--- config.mk ---
export PLATFORM = sky130hd
export DESIGN_NAME = fwd_hazard_tracker
export DESIGN_NICKNAME = d
export VERILOG_FILES = /design/src/rtl/fwd_hazard_tracker_pkg.sv /design/src/rtl/fwd_port_sel.sv /design/src/rtl/fwd_hazard_tracker.sv
export SDC_FILE = /design/constraint.sdc
export NUM_CORES = 1
export LEC_CHECK = 0
export BUFFER_PORTS_ARGS = -buffer_cell sky130_fd_sc_hd__buf_4
export CORE_ASPECT_RATIO = 0.5
export CORE_MARGIN = 3
export CORE_UTILIZATION = 40
export DETAILED_ROUTE_END_ITERATION = 8
export PLACE_DENSITY_LB_ADDON = 0.3
export SYNTH_ARGS = -nofsm -noshare
export SYNTH_HDL_FRONTEND = slang
export SYNTH_HIERARCHICAL = 1
export SYNTH_SLANG_ARGS = --single-unit
--- constraint.sdc ---
create_clock -name clk -period 2.8 [get_ports clk]
set_clock_uncertainty 0.1 [all_clocks]
set_input_delay 0.14 -clock clk [delete_from_list [all_inputs] [get_ports clk]]
set_output_delay 0.14 -clock clk [all_outputs]
set_load 0.01 [all_outputs]
--- src/rtl/fwd_hazard_tracker_pkg.sv ---
// Shared constants for the D/E forwarding and hazard tracker.
package fwd_hazard_tracker_pkg;

    localparam int unsigned DW_DEF     = 32;
    localparam int unsigned AW_DEF     = 5;
    localparam int unsigned NRD_DEF    = 2;
    localparam int unsigned NSTAGE_DEF = 3;
    localparam int unsigned TW_DEF     = 2;

    // Producer stage indices, youngest first.
    localparam int unsigned STG_E = 0;
    localparam int unsigned STG_M = 1;
    localparam int unsigned STG_W = 2;

    localparam int unsigned FW_SEL_GRF = 0;

endpackage

--- src/rtl/fwd_port_sel.sv ---
// Per-read-port priority match: youngest matching producer decides forward, pending or stall.
module fwd_port_sel
    import fwd_hazard_tracker_pkg::*;
#(
    parameter int unsigned DW     = DW_DEF,
    parameter int unsigned AW     = AW_DEF,
    parameter int unsigned NSTAGE = NSTAGE_DEF,
    parameter int unsigned TW     = TW_DEF,
    parameter int unsigned SW     = $clog2(NSTAGE_DEF + 1)
) (
    input  logic [NSTAGE-1:0]    ent_vld,
    input  logic [NSTAGE*AW-1:0] ent_addr,
    input  logic [NSTAGE*TW-1:0] ent_tnew,
    input  logic [AW-1:0]        rd_addr,
    input  logic [TW-1:0]        rd_tuse,
    input  logic                 rd_used,
    input  logic [DW-1:0]        grf_rdata,
    input  logic [NSTAGE*DW-1:0] stg_wdata,
    output logic [DW-1:0]        op_data_c,
    output logic                 op_pending_c,
    output logic [SW-1:0]        fw_sel_c,
    output logic                 stall_c
);

    logic          found;
    logic [TW-1:0] hit_tnew;

    // Scan youngest to oldest; the first match masks every older one.
    always_comb begin
        op_data_c    = grf_rdata;
        op_pending_c = 1'b0;
        fw_sel_c     = SW'(FW_SEL_GRF);
        stall_c      = 1'b0;
        found        = 1'b0;
        hit_tnew     = '0;
        for (int unsigned k = 0; k < NSTAGE; k++) begin
            if (!found && ent_vld[k] && (rd_addr != '0) &&
                (ent_addr[k*AW +: AW] == rd_addr)) begin
                found    = 1'b1;
                hit_tnew = ent_tnew[k*TW +: TW];
                if (hit_tnew == '0) begin
                    op_data_c = stg_wdata[k*DW +: DW];
                    fw_sel_c  = SW'(k + 1);
                end else if (hit_tnew <= rd_tuse) begin
                    op_pending_c = 1'b1;
                end else begin
                    stall_c = rd_used;
                end
            end
        end
    end

endmodule

--- src/rtl/fwd_hazard_tracker.sv ---
// In-flight writer shift register at the D/E boundary; per-port forwarding via fwd_port_sel.
module fwd_hazard_tracker
    import fwd_hazard_tracker_pkg::*;
#(
    parameter int unsigned DW     = DW_DEF,
    parameter int unsigned AW     = AW_DEF,
    parameter int unsigned NRD    = NRD_DEF,
    parameter int unsigned NSTAGE = NSTAGE_DEF,
    parameter int unsigned TW     = TW_DEF
) (
    input  logic                             clk,
    input  logic                             reset,
    input  logic                             iss_we,
    input  logic [AW-1:0]                    iss_addr,
    input  logic [TW-1:0]                    iss_tnew,
    input  logic                             flush,
    input  logic [NRD*AW-1:0]                rd_addr,
    input  logic [NRD*TW-1:0]                rd_tuse,
    input  logic [NRD-1:0]                   rd_used,
    input  logic [NRD*DW-1:0]                grf_rdata,
    input  logic [NSTAGE*DW-1:0]             stg_wdata,
    output logic [NRD*DW-1:0]                op_data,
    output logic [NRD-1:0]                   op_pending,
    output logic [NRD*$clog2(NSTAGE+1)-1:0]  fw_sel,
    output logic                             stall
);

    localparam int unsigned SW = $clog2(NSTAGE + 1);

    if (NSTAGE <= STG_W || STG_M <= STG_E) begin : g_bad_depth
        $error("fwd_hazard_tracker needs at least E, M and W producer stages");
    end

    logic [NSTAGE-1:0]    ent_vld,  ent_vld_nxt;
    logic [NSTAGE*AW-1:0] ent_addr, ent_addr_nxt;
    logic [NSTAGE*TW-1:0] ent_tnew, ent_tnew_nxt;
    logic [NRD-1:0]       port_stall;

    assign stall = |port_stall;

    // Shift toward W with saturating Tnew countdown; stall injects a bubble, flush clears all.
    always_comb begin
        ent_vld_nxt  = '0;
        ent_addr_nxt = ent_addr;
        ent_tnew_nxt = ent_tnew;
        ent_addr_nxt[STG_E*AW +: AW] = iss_addr;
        ent_tnew_nxt[STG_E*TW +: TW] = iss_tnew;
        for (int unsigned k = 1; k < NSTAGE; k++) begin
            ent_addr_nxt[k*AW +: AW] = ent_addr[(k-1)*AW +: AW];
            ent_tnew_nxt[k*TW +: TW] = (ent_tnew[(k-1)*TW +: TW] == '0) ? '0 :
                                       ent_tnew[(k-1)*TW +: TW] - TW'(1);
        end
        if (!flush) begin
            ent_vld_nxt[STG_E] = iss_we & (iss_addr != '0) & ~stall;
            for (int unsigned k = 1; k < NSTAGE; k++) begin
                ent_vld_nxt[k] = ent_vld[k-1];
            end
        end
    end

    always_ff @(posedge clk or negedge reset) begin
        if (!reset) begin
            ent_vld  <= '0;
            ent_addr <= '0;
            ent_tnew <= '0;
        end else begin
            ent_vld  <= ent_vld_nxt;
            ent_addr <= ent_addr_nxt;
            ent_tnew <= ent_tnew_nxt;
        end
    end

    for (genvar p = 0; p < NRD; p++) begin : g_port
        fwd_port_sel #(
            .DW     (DW),
            .AW     (AW),
            .NSTAGE (NSTAGE),
            .TW     (TW),
            .SW     (SW)
        ) u_sel (
            .ent_vld      (ent_vld),
            .ent_addr     (ent_addr),
            .ent_tnew     (ent_tnew),
            .rd_addr      (rd_addr[p*AW +: AW]),
            .rd_tuse      (rd_tuse[p*TW +: TW]),
            .rd_used      (rd_used[p]),
            .grf_rdata    (grf_rdata[p*DW +: DW]),
            .stg_wdata    (stg_wdata),
            .op_data_c    (op_data[p*DW +: DW]),
            .op_pending_c (op_pending[p]),
            .fw_sel_c     (fw_sel[p*SW +: SW]),
            .stall_c      (port_stall[p])
        );
    end

endmodule

---- After elaboration in Yosys (flattened, before gate mapping) ----
Index checks and enable logic that the tools add are counted.
word-level totals
  output and inout port bits .............. 71
  word-level logic and storage cells ...... 113
  bits in registers ....................... 24
  input bits .............................. 187
operators by class
  reductions and logical operators ........ 27
  add/sub/neg operators ................... 2
  $lt $le $gt $ge ......................... 6
  bitwise gates (word level) .............. 3
  equality and inequality tests ........... 6
  muxes and demuxes ....................... 66
operators by type and width
  operator                                           number
  2-to-1 mux 32 bit                                  12
  2-to-1 mux 1 bit                                   41
  == test 5 bit                                      6
  2-to-1 mux 2 bit                                   12
  logical AND 1 bit                                  16
  nonzero test 5 bit                                 3
  less-or-equal comparator 2 bit                     6
  logical NOT 2 bit                                  3
  logical NOT 1 bit                                  4
  subtractor 2 x 1 -> 2 bit (second input constant)  2
  2-to-1 mux 3 bit                                   1
  AND 1 bit                                          2
  OR reduction 2 bit                                 1
  inverter 1 bit                                     1

---- Longest topological paths before layout ----
Gate-level depths: netlist (run 1).
  depth in word-level cells ............... 18
  depth in mapped cells ................... 8
  gate-level depth less buffers ........... 8

---- Hierarchy ----
Netlist (run 1), hierarchy kept.
modules (own cells, without submodules)
  module              area an instance (µm²)  instances  cells each  seq. area each (µm²)
  fwd_port_sel        1722.9                  2          172         0.0
  fwd_hazard_tracker  674.4                   1          35          600.6

---- Worst setup path before layout (run 1) ----
No wires, ideal clock.
  path kind ............................... register -> output
  start ................................... register ent_addr[3]
  end ..................................... output op_data[10]
  path buffers ............................ 1
  data arrival time ....................... 2624 ps
  data required time ...................... 2560 ps
  cell stages (with the launch flop) ...... 8
  setup slack ............................. -64 ps
  cells stage by stage .................... dfrtp_1 -> xnor2_1 -> o2111ai_1 -> nor4b_1 -> clkbuf_1 -> mux2_2 -> mux2_2 -> mux2_4
on the way
  word-level cells in the longest chain between the ends .. 13
  elaborated cells on any way between the ends .. 17
RTL lines
  element                          line                      source
  start, declared                  fwd_hazard_tracker.sv:35  logic [NSTAGE*AW-1:0] ent_addr, ent_addr_nxt;
  start signal, assigned           fwd_hazard_tracker.sv:68  ent_addr <= ent_addr_nxt;
  == test 5 bit *                  fwd_port_sel.sv:38        (ent_addr[k*AW +: AW] == rd_addr)) begin
  logical AND 1 bit *              fwd_port_sel.sv:37        if (!found && ent_vld[k] && (rd_addr != '0) &&
  2-to-1 mux 1 bit                 fwd_port_sel.sv:37
  logical NOT 1 bit                fwd_port_sel.sv:37
  logical AND 1 bit (3 in series)  fwd_port_sel.sv:37
  2-to-1 mux 1 bit                 fwd_port_sel.sv:37
  logical NOT 1 bit                fwd_port_sel.sv:37
  logical AND 1 bit (3 in series)  fwd_port_sel.sv:37
  2-to-1 mux 32 bit *              fwd_port_sel.sv:37
  end, declared                    fwd_hazard_tracker.sv:22  output logic [NRD*DW-1:0] op_data,
Every way passes the cells marked *; elsewhere a longest branch is shown, timed or not.

---- Final worst setup path (run 1) ----
  start ................................... register ent_addr[4]
  end ..................................... output op_data[14]
The elaborated chain is that of the path after synthesis.

==> impl_results.md, run 1 <==
- Critical path type: flop to output pin
- CTS tree: built
- Number of port buffers: about 260
- Largest cells by area after synthesis: mux2_2, mux2_4, dfrtp_1
- Antenna Cells: 0
- Htree depth: 1
- Slew Limit Fails: 0
- Syn. warnings: 6
- Starting density of the core: 0.424
- DRC violations left: 0
- Largest area contributor in the netlist: mux2_2
- Max-cap violations: 0
- Achievable Freq: 328 MHz
- CTS root buf: clkbuf_16
- Final worst slack: -246 ps
- Failing checks: negative setup slack
- Outcome: finished, violations left
- Vias/cell: between 5 and 6
- Layout Nets: about 860
- Reg-to-reg endpoint: ent_vld[0]
- Synth Area in Compound Gates: 0.0322
- Inst Count DP: around 770
- Met1 usage: 0.288
- CTS Buf Count: 3
- Synth cell types: 32
- XOR/XNOR Fraction of Synth Area: 0.0595
- Grt peak-use layer: met2
- Mapped Area: between 4000 and 5000 sq um
- Share of layout cells above drive strength 1: 0.764
- Largest net degree at the start of global routing: 34
- Grt met2 use: 0.495
- Die Ht: just under 80 um
- Die width: between 100 and 150 um
- RePlAce Congestion: approximately 0.83
- Vias: approximately 4,200
- Crit-path max FO: 8
- Final setup vio count: 64
- #FFs+latches synth: 24
- Lkg Pwr: about 3.5 nW
- Core ar.: 9730 sq um
- Crit. End Element: output pin
- Register area share after synthesis: 0.146
- Design area: around 7000 sq um
- Max VDD drop: 0.000359 V
- Cells after synthesis: around 380
- Row count: 25
- Post-detail-place hpwl: ~12 mm
- Simple-gate share of the synthesized area: 0.109
- Synth-to-layout area growth: 71.8%
- Placed Area: roughly 6400 sq um
- R2R cell count: 8
- Clk slew on worst S/H paths: 60 ps
- Global-route wire length before repair: between 20 and 25 mm
- CP Capture Point: op_data[14]
- Combinational family with the most area after synthesis: multiplexers
- WL/cell: approximately 20 um
- Mux cell area share after synthesis: 0.578
- Met3 Use GR: 0.0251
- Antenna Nets Post-Route: 0
- Hold Fails Final Rpt: 0
- Crit path DAT: about 2800 ps
- Detailed Route Iter0 Violations: 97
- Num Clock Sinks: 24
- Total Wirelength: about 16 mm
- Avg Cell Area, Syn: between 10 and 15 sq um
- Die Area: between 10,000 and 15,000 sq um
- Vias in the first global route: between 4,000 and 5,000
- Hold Path Class: input port to flop
- Initial antenna violation count: 0
- I/O pin count: approximately 260
- Setup TNS: -12,070 ps
- Initial DRT Pass Iterations: 4
- GR Overflow Total: 0
- RR Startpoint: ent_addr[3]
- Filler cells: a little over 700
- Overall Global Routing Usage: 0.252
- Unrepaired setup endpoints after global routing: true
- Worst path required time: around 2600 ps
- Adder-Cell Fraction of Synth Area: 0.0364
- PwrDens: between 200 and 250 nW/um^2
- Final hold slack: around 33 ps
- Mapped Nets: between 500 and 600
- Clock Latency Late Sink: about 260 ps
- Clock Tree Buf Depth: 2
- Non-Filler Instances: ~800
- Relative max-transition margin: 0.755
- Period utilisation layout: 1.09
- Worst Tran Pin Value: ~360 ps
- Area share of the largest cell type after synthesis: 0.366
- Period minus WS final: between 3000 and 4000 ps
- FF-to-FF setup slack: roughly 370 ps
- Critical path launch point type: flop
- Post-Route Utilization: 0.728
- Crit path launch: ent_addr[4]
[area by class of cell]
| cell class | instances | area, sq um | area share |
|---|---|---|---|
| timing repair buffer | 301 | 2610 | 0.369 |
| tap | 135 | 169 | 0.0239 |
| clock buffer | 4 | 88.8 | 0.0125 |
| sequential | 24 | 601 | 0.0848 |
| multi-input combinational | 324 | 3570 | 0.504 |
| inverter | 11 | 41.3 | 0.00583 |
[synthesized netlist by cell type, drive strengths merged]
cell type / count
mux2: 192
xnor2: 28
dfrtp: 24
buf: 14
ha: 12
inv: 11
nand2: 10
nor2b: 10
o21ai: 10
nor2: 9
nor3: 9
or4: 8
clkbuf: 6
nand2b: 6
nand3: 4
nand3b: 4
nand4: 4
a21o: 2
and2: 2
nor3b: 2
nor4: 2
nor4b: 2
o2111ai: 2
o31a: 2
o41ai: 2
a2111oi: 1
or2: 1
[how the worst min path moves through the flow]
stage	from	end	slack [ps]	depth (start not counted)
floorplan	reset	ent_addr[0]	-260	0
global placement	reset	ent_addr[3]	-50	1
detailed placement	reset	ent_addr[4]	-50	1
CTS	iss_we	ent_vld[0]	20	3
global route	iss_we	ent_vld[0]	40	3
finish	iss_we	ent_vld[0]	30	3
[per-stage QoR]
step | setup WS (ps) | power (mW)
4_1_cts | -236 | 1.43
2_1_floorplan | 108 | 0.668
3_3_place_gp | -217 | 1.02
6_report | -246 | 1.43
3_5_place_dp | -220 | 1.04
5_1_grt | -323 | 1.50
[state kept, by name, summed over array words and instances (netlist names)]
| register | count |
|---|---|
| ent_tnew | 6 |
| ent_vld | 3 |
| ent_addr | 15 |
[cell usage in the layout (no fill, tap or decap), types with 4 or more instances in the layout]
cell type      count
buf_4            252
mux2_2           100
mux2_4            92
dfrtp_1           24
xnor2_1           24
buf_6             24
ha_1              12
inv_1             11
nor2b_1           10
nand2_1           10
o21ai_0           10
buf_12            10
dlygate4sd3_1      9
nor3_1             8
nor2_1             7
or4_4              6
nand2b_1           6
clkbuf_16          5
buf_16             4
nand3_1            4
xnor2_2            4
nand4_1            4
nand3b_1           4
[power breakdown]
group | total [mW] | switching [mW] | internal (mW)
Clock | 0.331 | 0.112 | 0.218
Sequential | 0.386 | 0.0222 | 0.364
Combinational | 0.709 | 0.242 | 0.467
[routing by layer]
metal	share of wire	wire length, um	vias up
met4	0.024	384	0
met3	0.042	670	35
met5	0	0	-
met2	0.54	8550	127
li1	-	-	1983
met1	0.40	6280	2077
[worst max-delay path, cell delays in order (launching register included)]
cell	delay, ps
dfrtp_1	440
xnor2_2	190
o2111ai_2	220
nor4b_4	270
buf_6	180
buf_12	130
buf_16	150
mux2_4	300
mux2_4	260
mux2_4	270
buf_6	130
[repair_timing]
item                                   CTS  global route
cloned                                   4             2
setup endpoints to repair               66            65
hold buffers                             9             0
gates resized for setup                 73             4
pin swaps                                4             2
buffers inserted                         5             1
endpoints found under the hold margin   34             0
[kinds of logic after synthesis]
kind of cell / Yosys count
DFF: 24
muxes: 192
AOI/OAI and AO/OA: 19
xor gates and xnor gates: 28
adders and majority gates: 12
buffers and inverters: 31
and+or+nand+nor: 73
(Power assumes the default switching activity.)
==> inputs of run 2 (changes only) <==
--- a/config.mk
+++ b/config.mk
@@ -8,7 +8,7 @@
 export BUFFER_PORTS_ARGS = -buffer_cell sky130_fd_sc_hd__buf_4
 export CORE_ASPECT_RATIO = 0.5
 export CORE_MARGIN = 3
-export CORE_UTILIZATION = 40
+export CORE_UTILIZATION = 45
 export DETAILED_ROUTE_END_ITERATION = 8
 export PLACE_DENSITY_LB_ADDON = 0.3
 export SYNTH_ARGS = -nofsm -noshare
==> constraint.sdc (replaced) <==
create_clock -name clk -period 3.4 [get_ports clk]
set_clock_uncertainty 0.1 [all_clocks]
set_input_delay 0.17 -clock clk [delete_from_list [all_inputs] [get_ports clk]]
set_output_delay 0.17 -clock clk [all_outputs]
set_load 0.01 [all_outputs]
==> impl_results.md, run 2 (synthesis gave the netlist of run 1 again) <==
- RePlAce Congestion: 0.896 (+7.5%)
- Vias in the first global route: 4,189 (-7.7%)
- I/O pin count: 258 (unchanged)
- Largest register FFs: 15 (unchanged)
- Htree depth: 1 (unchanged)
- Initial DRT Pass Iterations: 4 (unchanged)
- Slew Limit Fails: 0 (unchanged)
- Lkg Pwr: 3.12 nW (-12%)
- Post-detail-place hpwl: 10.9 mm (-5.7%)
- Detailed Route Iter0 Violations: 85 (-12%)
- GR Overflow Total: 0 (unchanged)
- Most flops, register: ent_addr
- Overall Global Routing Usage: 0.243 (-0.00858)
- Die width: 141 um (-5.5%)
- Hold Fails Final Rpt: 0 (unchanged)
- Share of layout cells above drive strength 1: 0.745 (-0.0187)
- Number of port buffers: 257 (unchanged)
- Unrepaired setup endpoints after global routing: false
- Antenna Nets Post-Route: 0 (unchanged)
- Num Clock Sinks: 24 (unchanged)
- CTS Buf Count: 3 (unchanged)
- Die Ht: 73.7 um (-5.3%)
- Vias/cell: 5.25 (-0.59%)
- Setup WS pre-CTS: 200 ps (+419 ps)
- Top layer in use: met4
- Commonest non-fill, non-tap cell in the layout: buf_4
- Total Wirelength: 13.6 mm (-14%)
- Synth-to-layout area growth: 55.1%
- Worst Tran Pin Value: 507 ps (+145 ps)
- Antenna Cells: 0 (unchanged)
- Max VDD drop: 0.000417 V (+16%)
- Achievable Freq: 309 MHz
- Outcome: finished, final reports clean
- CTS tree: built
- Final setup vio count: 0 (-100%)
- Filler cells: 628 (-11%)
- Vias: 3,924 (-7.1%)
- Core ar.: 8430 sq um (-13%)
- WL met3: 476 um (-29%)
- Most frequent cells in the layout: buf_4, mux2_2, mux2_4
- Global-route wire length before repair: 20.5 mm (-12%)
- Starting density of the core: 0.489 (+0.0651)
- Met2 wire length: 7.73 mm (-9.5%)
- Crit. End Element: output pin
- Post CTS Setup Buffer Count: 0 (-5)
- PwrDens: 174 nW/um^2 (-14%)
- CTS root buf: clkbuf_16
- Clock Tree Buf Depth: 2 (unchanged)
- Clock Latency Late Sink: 250 ps (about the same)
- Design area: 6390 sq um (-9.7%)
- Relative max-transition margin: 0.660 (-0.0954)
- Crit path DAT: 2960 ps (+150 ps)
- Placed Area: 6200 sq um (-2.5%)
- Row count: 23 (-8.0%)
- Inst Count DP: 734 (-5.2%)
- Layout Nets: 835 (-3.4%)
- Initial antenna violation count: 0 (unchanged)
- Period minus WS final: ~3200 ps
- Die Area: 10,400 sq um (-10%)
- Worst path required time: 3130 ps (+570 ps)
- Non-Filler Instances: 747 (-6.5%)
- Hold Path Class: input port to flop
- Critical path type: input port to output pin
- Post-Route Utilization: 0.758 (+0.0301)
- WL met1: 5.13 mm (-18%)
- DRC violations left: 0 (unchanged)
- Largest net degree at the start of global routing: 34 (unchanged)
- Final worst slack: 168 ps (+414 ps)
- Period utilisation layout: 0.950
- WL/cell: 18.3 um (-8.2%)
- Top flop regs: ent_addr x15, ent_tnew x6, ent_vld x3
- Crit-path max FO: 33 (+25)
- Setup TNS: 0 ps (+12,070 ps)
- Max-cap violations: 0 (unchanged)
- Clk slew on worst S/H paths: 60 ps (about the same)
- Critical path launch point type: input port
## run 2: worst paths after layout
check                           depth (start not counted)  slack [ps]      endpoint        start
worst min register to register                          0         340  ent_addr[13]  ent_addr[8]
worst max-delay path                                    9         170   op_data[28]   rd_addr[1]
worst max register to register                          7        1040    ent_vld[0]  ent_addr[2]
min in group asynchronous                               2         250   ent_tnew[0]        reset
max in group asynchronous                               2        2730  ent_addr[10]        reset
worst min-delay path                                    3          60    ent_vld[0]       iss_we
## run 2: cell type report
| class | instances | area [sq um] | share of cell area |
|---|---|---|---|
| Inverter | 11 | 41.3 | 0.00646 |
| Timing Repair Buffer | 272 | 2140 | 0.335 |
| Clock buffer | 4 | 88.8 | 0.0139 |
| Multi-Input combinational cell | 324 | 3380 | 0.529 |
| Sequential cell | 24 | 601 | 0.0940 |
| Tap cell | 112 | 140 | 0.0219 |
## run 2: timing repair
item                                   in CTS  in global routing
hold buffers                                9                  0
setup endpoints to repair                   0                 64
endpoints found under the hold margin      34                  0
resized for setup                           0                  2
## run 2: routing by layer
layer | GRT usage | vias up
met2 | 0.514 | 101
met3 | 0.0143 | 23
met5 | 0 | -
met4 | 0.0677 | 0
li1 | - | 1920
met1 | 0.263 | 1880
## run 2: where the power goes
part / internal, mW / leakage [nW] / switching [mW]
combinational: 0.348 / 2.79 / 0.178
sequential: 0.300 / 0.291 / 0.0187
clock: 0.179 / 0.0442 / 0.0878
## run 2: through the flow
stage / total power [mW] / hold slack [ps]
after floorplan: 0.549 / -226
after global placement: 0.828 / -28.9
after detailed placement: 0.842 / -25.6
after CTS: 1.12 / 55.2
after global routing: 1.18 / 59.7
final: 1.11 / 58.6
## run 2: worst max-delay path: stages
cell    delay, ps
buf_4         130
or4_4         540
nor2_4        150
nor3_1        100
or4_4         530
or4_2         600
buf_12        230
mux2_4        330
buf_4         140
